**src/rtl/wb_stage_pkg.sv**
```systemverilog
// Shared constants for the write-back stage: default widths, load-op and FSM encodings.
package wb_stage_pkg;

    localparam int unsigned WB_DATA_WIDTH = 32;
    localparam int unsigned WB_ADDR_WIDTH = 5;

    localparam logic [2:0] LOAD_LB  = 3'b000;
    localparam logic [2:0] LOAD_LH  = 3'b001;
    localparam logic [2:0] LOAD_LW  = 3'b010;
    localparam logic [2:0] LOAD_LBU = 3'b100;
    localparam logic [2:0] LOAD_LHU = 3'b101;

    localparam logic [1:0] S_IDLE     = 2'd0;
    localparam logic [1:0] S_MEM_WAIT = 2'd1;
    localparam logic [1:0] S_WRITE    = 2'd2;

endpackage

```
**src/rtl/wb_stage_load_align.sv**
```systemverilog
// Combinational load data alignment: selects the byte/halfword named by the
// address offset and sign- or zero-extends it; unknown load codes act as LW.
module load_align
    import wb_stage_pkg::*;
#(
    parameter int unsigned DATA_WIDTH = WB_DATA_WIDTH
) (
    input  logic [DATA_WIDTH-1:0] mem_rdata,
    input  logic [2:0]            load_op,
    input  logic [1:0]            byte_off,
    output logic [DATA_WIDTH-1:0] data_c
);

    logic [7:0]  byte_sel;
    logic [15:0] half_sel;

    always_comb begin
        byte_sel = mem_rdata[{byte_off, 3'b000} +: 8];
        half_sel = mem_rdata[{byte_off[1], 4'b0000} +: 16];
        case (load_op)
            LOAD_LB:  data_c = {{(DATA_WIDTH-8){byte_sel[7]}}, byte_sel};
            LOAD_LH:  data_c = {{(DATA_WIDTH-16){half_sel[15]}}, half_sel};
            LOAD_LBU: data_c = {{(DATA_WIDTH-8){1'b0}}, byte_sel};
            LOAD_LHU: data_c = {{(DATA_WIDTH-16){1'b0}}, half_sel};
            default:  data_c = mem_rdata;
        endcase
    end

endmodule

```
**src/rtl/wb_stage.sv**
```systemverilog
// Write-back stage: retires one instruction at a time, waits on load data, and
// drives the register-file write port for one cycle. Optional perf counters: WB_PERF_CNT_EN.
module wb_stage
    import wb_stage_pkg::*;
#(
    parameter int unsigned DATA_WIDTH = WB_DATA_WIDTH,
    parameter int unsigned ADDR_WIDTH = WB_ADDR_WIDTH
) (
    input  logic                  clk,
    input  logic                  rst,
    input  logic                  in_valid,
    output logic                  in_ready,
    input  logic [ADDR_WIDTH-1:0] in_rd,
    input  logic                  in_reg_we,
    input  logic [DATA_WIDTH-1:0] in_result,
    input  logic                  in_is_load,
    input  logic [2:0]            in_load_op,
    input  logic [1:0]            in_byte_off,
    output logic                  mem_read,
    input  logic                  mem_rdata_valid,
    input  logic [DATA_WIDTH-1:0] mem_rdata,
    output logic                  rf_wen,
    output logic [ADDR_WIDTH-1:0] rf_waddr,
    output logic [DATA_WIDTH-1:0] rf_wdata,
    output logic                  wb_done
`ifdef WB_PERF_CNT_EN
    ,
    output logic [31:0]           perf_wb_cnt,
    output logic [31:0]           perf_stall_cnt
`endif
);

    logic [1:0]            state;
    logic [1:0]            state_nxt;
    logic                  accept;
    logic                  alu_wr;
    logic                  load_wr;
    logic [ADDR_WIDTH-1:0] rd_q;
    logic                  reg_we_q;
    logic [2:0]            load_op_q;
    logic [1:0]            byte_off_q;
    logic [DATA_WIDTH-1:0] load_data_c;

    load_align #(
        .DATA_WIDTH (DATA_WIDTH)
    ) u_load_align (
        .mem_rdata (mem_rdata),
        .load_op   (load_op_q),
        .byte_off  (byte_off_q),
        .data_c    (load_data_c)
    );

    always_ff @(posedge clk) begin
        if (!rst) state <= S_IDLE;
        else      state <= state_nxt;
    end

    // Next state plus the two write sources: non-loads write on accept, loads on valid data.
    always_comb begin
        state_nxt = state;
        accept    = 1'b0;
        alu_wr    = 1'b0;
        load_wr   = 1'b0;
        case (state)
            S_IDLE: begin
                if (in_valid) begin
                    accept    = 1'b1;
                    alu_wr    = !in_is_load;
                    state_nxt = in_is_load ? S_MEM_WAIT : S_WRITE;
                end
            end
            S_MEM_WAIT: begin
                if (mem_rdata_valid) begin
                    load_wr   = 1'b1;
                    state_nxt = S_WRITE;
                end
            end
            S_WRITE: state_nxt = S_IDLE;
            default: state_nxt = S_IDLE;
        endcase
    end

    always_ff @(posedge clk) begin
        if (!rst) begin
            in_ready   <= 1'b1;
            mem_read   <= 1'b0;
            wb_done    <= 1'b0;
            rf_wen     <= 1'b0;
            rf_waddr   <= '0;
            rf_wdata   <= '0;
            rd_q       <= '0;
            reg_we_q   <= 1'b0;
            load_op_q  <= LOAD_LW;
            byte_off_q <= 2'b00;
        end else begin
            in_ready <= (state_nxt == S_IDLE);
            mem_read <= (state_nxt == S_MEM_WAIT);
            wb_done  <= (state_nxt == S_WRITE);
            rf_wen   <= 1'b0;
            if (accept) begin
                rd_q       <= in_rd;
                reg_we_q   <= in_reg_we;
                load_op_q  <= in_load_op;
                byte_off_q <= in_byte_off;
            end
            if (alu_wr) begin
                rf_wen   <= in_reg_we && (in_rd != '0);
                rf_waddr <= in_rd;
                rf_wdata <= in_result;
            end
            if (load_wr) begin
                rf_wen   <= reg_we_q && (rd_q != '0);
                rf_waddr <= rd_q;
                rf_wdata <= load_data_c;
            end
        end
    end

`ifdef WB_PERF_CNT_EN
    always_ff @(posedge clk) begin
        if (!rst) begin
            perf_wb_cnt    <= '0;
            perf_stall_cnt <= '0;
        end else begin
            if ((state == S_WRITE) && rf_wen)
                perf_wb_cnt <= perf_wb_cnt + 32'd1;
            if ((state == S_MEM_WAIT) && !mem_rdata_valid)
                perf_stall_cnt <= perf_stall_cnt + 32'd1;
        end
    end
`endif

endmodule

```
**config.mk**
```make
export PLATFORM = sky130hd
export DESIGN_NAME = wb_stage
export DESIGN_NICKNAME = d
export VERILOG_FILES = /design/src/rtl/wb_stage_pkg.sv /design/src/rtl/wb_stage_load_align.sv /design/src/rtl/wb_stage.sv
export SDC_FILE = /design/constraint.sdc
export NUM_CORES = 1
export LEC_CHECK = 0
export CORE_MARGIN = 4
export CORE_UTILIZATION = 47
export CTS_CLUSTER_SIZE = 16
export DETAILED_ROUTE_END_ITERATION = 7
export PLACE_DENSITY = 0.95
export SYNTH_ARGS = -nofsm -noshare
export SYNTH_HDL_FRONTEND = slang
export SYNTH_SLANG_ARGS = --single-unit
export TNS_END_PERCENT = 50
```
**constraint.sdc**
```tcl
create_clock -name clk -period 3.43 [get_ports clk]
set_input_delay 0.343 -clock clk [delete_from_list [all_inputs] [get_ports clk]]
set_output_delay 0.343 -clock clk [all_outputs]
set_load 0.02 [all_outputs]
```
# Word-level counts from Yosys, hierarchy flattened
# Index checks and enable logic that the tools add are counted.
[totals]
ramBits = 0
register_bits = 54
inputBits = 80
rom_bits = 0
memories = 0
latchBits = 0
output_inout_bits = 41
wordCells = 45
[classes]
eq_ne = 6
multipliers = 0
n_div = 0
bitwise_logic = 0
shift = 2
n_reduce_logical = 9
magnitude_cmp = 0
muxes = 17
addsub = 0
[ops]
columns = ["operator", "count"]
rows = [
  ["$pmux 32 s4", 1],
  ["$mux 32", 2],
  ["$shiftx 32x6->16", 1],
  ["$shiftx 32x6->8", 1],
  ["$mux 5", 2],
  ["$reduce_bool 5->1", 2],
  ["$mux 1", 8],
  ["$eq 3x3->1 const B", 2],
  ["$mux 2", 3],
  ["$eq 2x1->1 const B", 2],
  ["$logic_not 2->1", 2],
  ["$pmux 2 s2", 1],
  ["$eq 3x1->1 const B", 1],
  ["$logic_not 3->1", 1],
  ["$eq 2x2->1 const B", 1],
  ["$logic_and 1x1->1", 2],
  ["$reduce_bool 2->1", 1],
  ["$logic_not 1->1", 1],
]

# Depth between registers and ports, before layout
[depth]
depth_word = 5
mapped_depth = 7
ltp_nobuf = 4

# By module
# Synthesis repeated with hierarchy kept, for this count alone.
[unflattened]
cells_unflattened = 428
hier_area_um2 = 3343.2
[by_module_without_submodules]
columns = ["module", "seq_area_each_um2", "n_inst", "area_per_inst_um2", "cells_per_inst"]
rows = [
  ["wb_stage", 1081.0, 1, 2548.7, 310],
  ["load_align", 0.0, 1, 794.5, 118],
]

# Worst setup path before layout
# No wires, ideal clock.
[synth_timing]
path_type = "reg-to-reg"
start = "register state[1]"
end = "register rf_wdata[31]"
setup_ns = 0.068
synth_period_minus_slack_ns = 1.600
arrival_ns = 1.533
stages_incl_launch_ff = 8
t_required_ns = 3.362
path_buffers = 3
slack_ns = 1.830
cell_sequence = "dfxtp_1 -> or4b_1 -> buf_6 -> nand2_4 -> buf_12 -> buf_12 -> o221ai_2 -> a21oi_2"
[synth_via]
elab_chain_len = 3
word_cells_on_any_way = 6
cone_classes = "eq/ne: 1; mux: 3; reduce/logical: 2"
[synth_lines]
columns = ["item", "line", "rtl"]
rows = [
  ["start: declaration", "wb_stage.sv:33", "logic [1:0] state;"],
  ["start signal: assignment", "wb_stage.sv:55", "else state <= state_nxt;"],
  ["$eq 2x1->1 or $logic_not 2->1 (tied branches)", "wb_stage.sv:64", "case (state)"],
  ["$mux 1", "wb_stage.sv:64", ""],
  ["$mux 32 or $reduce_bool 2->1 (tied branches)", "n/a", ""],
  ["end signal: assignment", "wb_stage.sv:109", "rf_wdata <= in_result;"],
  ["end signal: assignment", "wb_stage.sv:114", "rf_wdata <= load_data_c;"],
  ["end: declaration", "wb_stage.sv:24", "output logic [DATA_WIDTH-1:0] rf_wdata,"],
]
# Parallel ways exist; a longest one is shown, timed or not.
# A chain may end at the register's enable or synchronous reset.

# Worst setup path in the final report
[layout_timing]
start = "register load_op_q[1]"
end = "register rf_wdata[22]"
[layout_via]
elab_chain_len = 3
word_cells_on_any_way = 6
cone_classes = "eq/ne: 3; mux: 2; reduce/logical: 1"
[layout_lines]
columns = ["item", "line", "rtl"]
rows = [
  ["start: declaration", "wb_stage.sv:40", "logic [2:0] load_op_q;"],
  ["start signal: assignment", "wb_stage.sv:103", "load_op_q <= in_load_op;"],
  ["$eq 3x3->1 (tied with other cells)", "wb_stage_load_align.sv:20", "case (load_op)"],
  ["$pmux 32 s4 *", "wb_stage_load_align.sv:20", ""],
  ["$mux 32 *", "wb_stage.sv:111", "if (load_wr) begin"],
]
# Mark *: on every way between the ends. The rest lies on a longest branch, timed or not.

==> metrics.md <==
| Metric | Value |
|---|---|
| Setup TNS | 0 ns |
| Final instance area | 0.004203 mm2 |
| Area contributors post-synth | dfxtp_1 (37%), nand2_1 (7.3%), o221ai_2 (5.1%), a21oi_1 (4.8%), o221ai_1 (3.9%) |
| Max-cap violations | 0 |
| Fmax | 0.4264 GHz |
| Yosys warns | 0 |
| Post-synthesis cell area | 0.002938 mm2 |
| Startpoint Class | flip-flop |
| Relative slew slack | 31.62% |
| Clk_lat worst skew | 0.32 ns |
| Crit-path cells | a311oi_1 -> a31oi_2 -> a21oi_1 |
| RSZ-0062 raised after global routing | no |
| Sequential area share after synthesis | 36.80% |
| Placed insts | 508 |
| Post-DP Area | 0.004085 mm2 |
| Layout filler cell count | 454 |
| Via/cell ratio | 6.047 |
| Worst-path maximum fanout | 32 |
| Core Footprint | 0.005991 mm2 |
| Critical path type | flip-flop to flip-flop |
| Clk sinks | 54 |
| Final std cells w/o fill | 516 |
| Top-area cell type share of the netlist area | 36.80% |
| Leakage power | 1.477 nW |
| Drt pass-1 iters | 4 |
| Hold Vio Cnt, Final | 0 |
| H-tree levels | 2 |
| Synth cell types | 44 |
| First-pass GRT wire length | 15.23 mm |
| GP Congestion | 0.8938 |
| Core Util, Final | 70.15% |
| Layout area overhead | 43.06% |
| CP endpoint kind | flip-flop |
| Critical path required time | 3.58 ns |
| Number of routed nets with antenna violations | 0 |
| Clock Skew | 0.01475 ns |
| Die Span X | 87.06 um |
| CTS resizes | 0 |
| I/O pin cnt | 121 |
| # DRC | 0 |
| DP Wirelength | 7.201 mm |
| EDFF count, synth | 0 |
| Total Nets Final | 520 |
| Initial Utilization | 49.04% |
| GRT Total Usage | 25.22% |
| CTS root buf | clkbuf_8 |
| Mapped Cells | 341 |
| GRT overflow | 0 |
| Post-CTS setup buffer count | 0 |
| Clock-pin transition on the worst setup and hold timing paths | 0.11 ns |
| Die height | 87.06 um |
| Vias in the first global route | 3076 |
| Final min period | 2.345 ns |
| Initial antenna violation count | 0 |
| Port bufs | 120 |
| Post-synth top area cell | dfxtp_1 |
| CTS buffer count | 5 |
| Worst path arrival time | 2.50 ns |
| Tightest Pin Transition | 1.024 ns |
| CTS tree | done |
| Post-Route WL | 9.646 mm |
| Largest stage delay on the critical path | 1.01 ns |
| Power Density | 383.9 mW/mm2 |
| WL/cell | 18.69 um |
| Layout cells sized above 1 | 9.070% |
| Die Area | 0.007579 mm2 |
| Hold_buf cts | 0 |
| Yosys reg bits | 54 |
| Slew Limit Fails | 0 |
| # rows | 28 |
| Final setup vio count | 0 |
| Max VDD drop | 0.2909 mV |
| CP max stage cell | dfxtp_1 |
| Mean cell area of the mapped netlist | 8.615 um2 |
| Fin crit share | 68.37% |
| Net Count, Synth | 421 |
| Clk buf depth | 2 |
| Async SR Flop Fraction | 0% |
| Top_reg_cell synth | dfxtp_1 |
| Largest net degree at the start of global routing | 39 |
| Worst hold path class | flip-flop to flip-flop |
| Diodes inserted | 0 |
| Vias | 3120 |
| DRT iter0 DRCs | 208 |
| Status | completed |
-- layout by cell type (no fill, tap or decap), drive strengths merged, types with 4 or more instances in the layout --
cell type,Yosys,routed
clkdlybuf4s50,0,120
nand2,58,58
dfxtp,54,54
a21oi,38,38
o221ai,23,23
o211ai,15,15
nand2b,14,14
inv,11,12
nor2,11,11
nand3b,10,10
or3,7,7
o2111ai,7,7
nand3,7,7
o21ai,6,6
a311oi,5,5
o2bb2ai,5,5
a211oi,5,5
clkbuf,18,5
nor2b,4,4
mux2,4,4
-- registers in the layout, indices dropped and copies added (netlist names) --
register	cells
rf_wdata	32
wb_done	1
rf_waddr	5
reg_we_q	1
rd_q	5
mem_read	1
state	2
rf_wen	1
byte_off_q	2
in_ready	1
load_op_q	3
-- synth_stat cells, types with 3 or more instances --
cell type / n
nand2_1: 57
dfxtp_1: 54
a21oi_1: 28
clkbuf_1: 18
o211ai_1: 15
nand2b_1: 14
o221ai_1: 13
inv_1: 11
nor2_1: 11
a21oi_2: 10
o221ai_2: 10
nand3b_1: 9
buf_2: 7
nand3_1: 7
o2111ai_1: 7
or3_1: 7
o21ai_0: 6
a211oi_1: 5
a311oi_1: 5
o2bb2ai_1: 5
mux2_2: 4
nor2b_1: 4
buf_4: 3
nor3_1: 3
-- cells by family (layout without fill, tap and decap cells) --
logic type,count (synthesis),count (layout),synth area share (%)
mux,7,7,2.981
simple gates,122,122,21.59
buf+inv,42,142,7.410
compound gates,116,116,31.22
flops,54,54,36.80
-- worst max-delay path, delay by kind of cell (launching register included) --
| family | cells | cell delay, ns |
|---|---|---|
| flops | 1 | 1.01 |
| compound gates | 3 | 1.16 |
-- per-layer routing --
layer | global-route usage, % | wire [um] | part of all wire [%] | vias up
li1 | - | - | - | 1472
met1 | 31.10 | 3828 | 40 | 1463
met2 | 44.44 | 4849 | 50 | 168
met3 | 4.730 | 783 | 8.1 | 17
met4 | 7.365 | 184 | 1.9 | 0
met5 | 0 | 0 | 0 | -
-- worst paths after layout --
path | start | endpoint | slack, ns | cells after the start
worst min-delay path | rf_waddr[4]$_SDFFE_PN0P_ | rf_waddr[4]$_SDFFE_PN0P_ | 0.47 | 2
worst min register to register | rf_waddr[4]$_SDFFE_PN0P_ | rf_waddr[4]$_SDFFE_PN0P_ | 0.47 | 2
worst max-delay path | load_op_q[1]$_SDFFE_PN1P_ | rf_wdata[22]$_SDFFE_PN0P_ | 1.08 | 3
worst max register to register | load_op_q[1]$_SDFFE_PN1P_ | rf_wdata[22]$_SDFFE_PN0P_ | 1.08 | 3
-- power by group --
part	switching, mW	internal [mW]
logic	0.217	0.225
registers	0.0495	0.676
clock network	0.223	0.223
-- stage by stage --
step / total power, mW / hold WS [ns] / setup slack, ns
after floorplan: 0.9596 / 0.4368 / 1.830
after global placement: 1.161 / 0.4460 / 1.120
after detailed placement: 1.179 / 0.4531 / 0.9921
after CTS: 1.619 / 0.4686 / 1.106
after global routing: 1.681 / 0.5013 / 0.8994
final: 1.614 / 0.4673 / 1.085
-- area by class of cell --
type | count | area (um2) | share of cell area [%]
timing repair buffer | 123 | 1224 | 29.12
clock buffer | 5 | 68.82 | 1.637
multi-input combinational | 245 | 1645 | 39.15
sequential | 54 | 1081 | 25.72
tap | 75 | 93.84 | 2.233
inverter | 11 | 41.29 | 0.9824
clock inverter | 3 | 48.80 | 1.161
(Power assumes the default switching activity.)
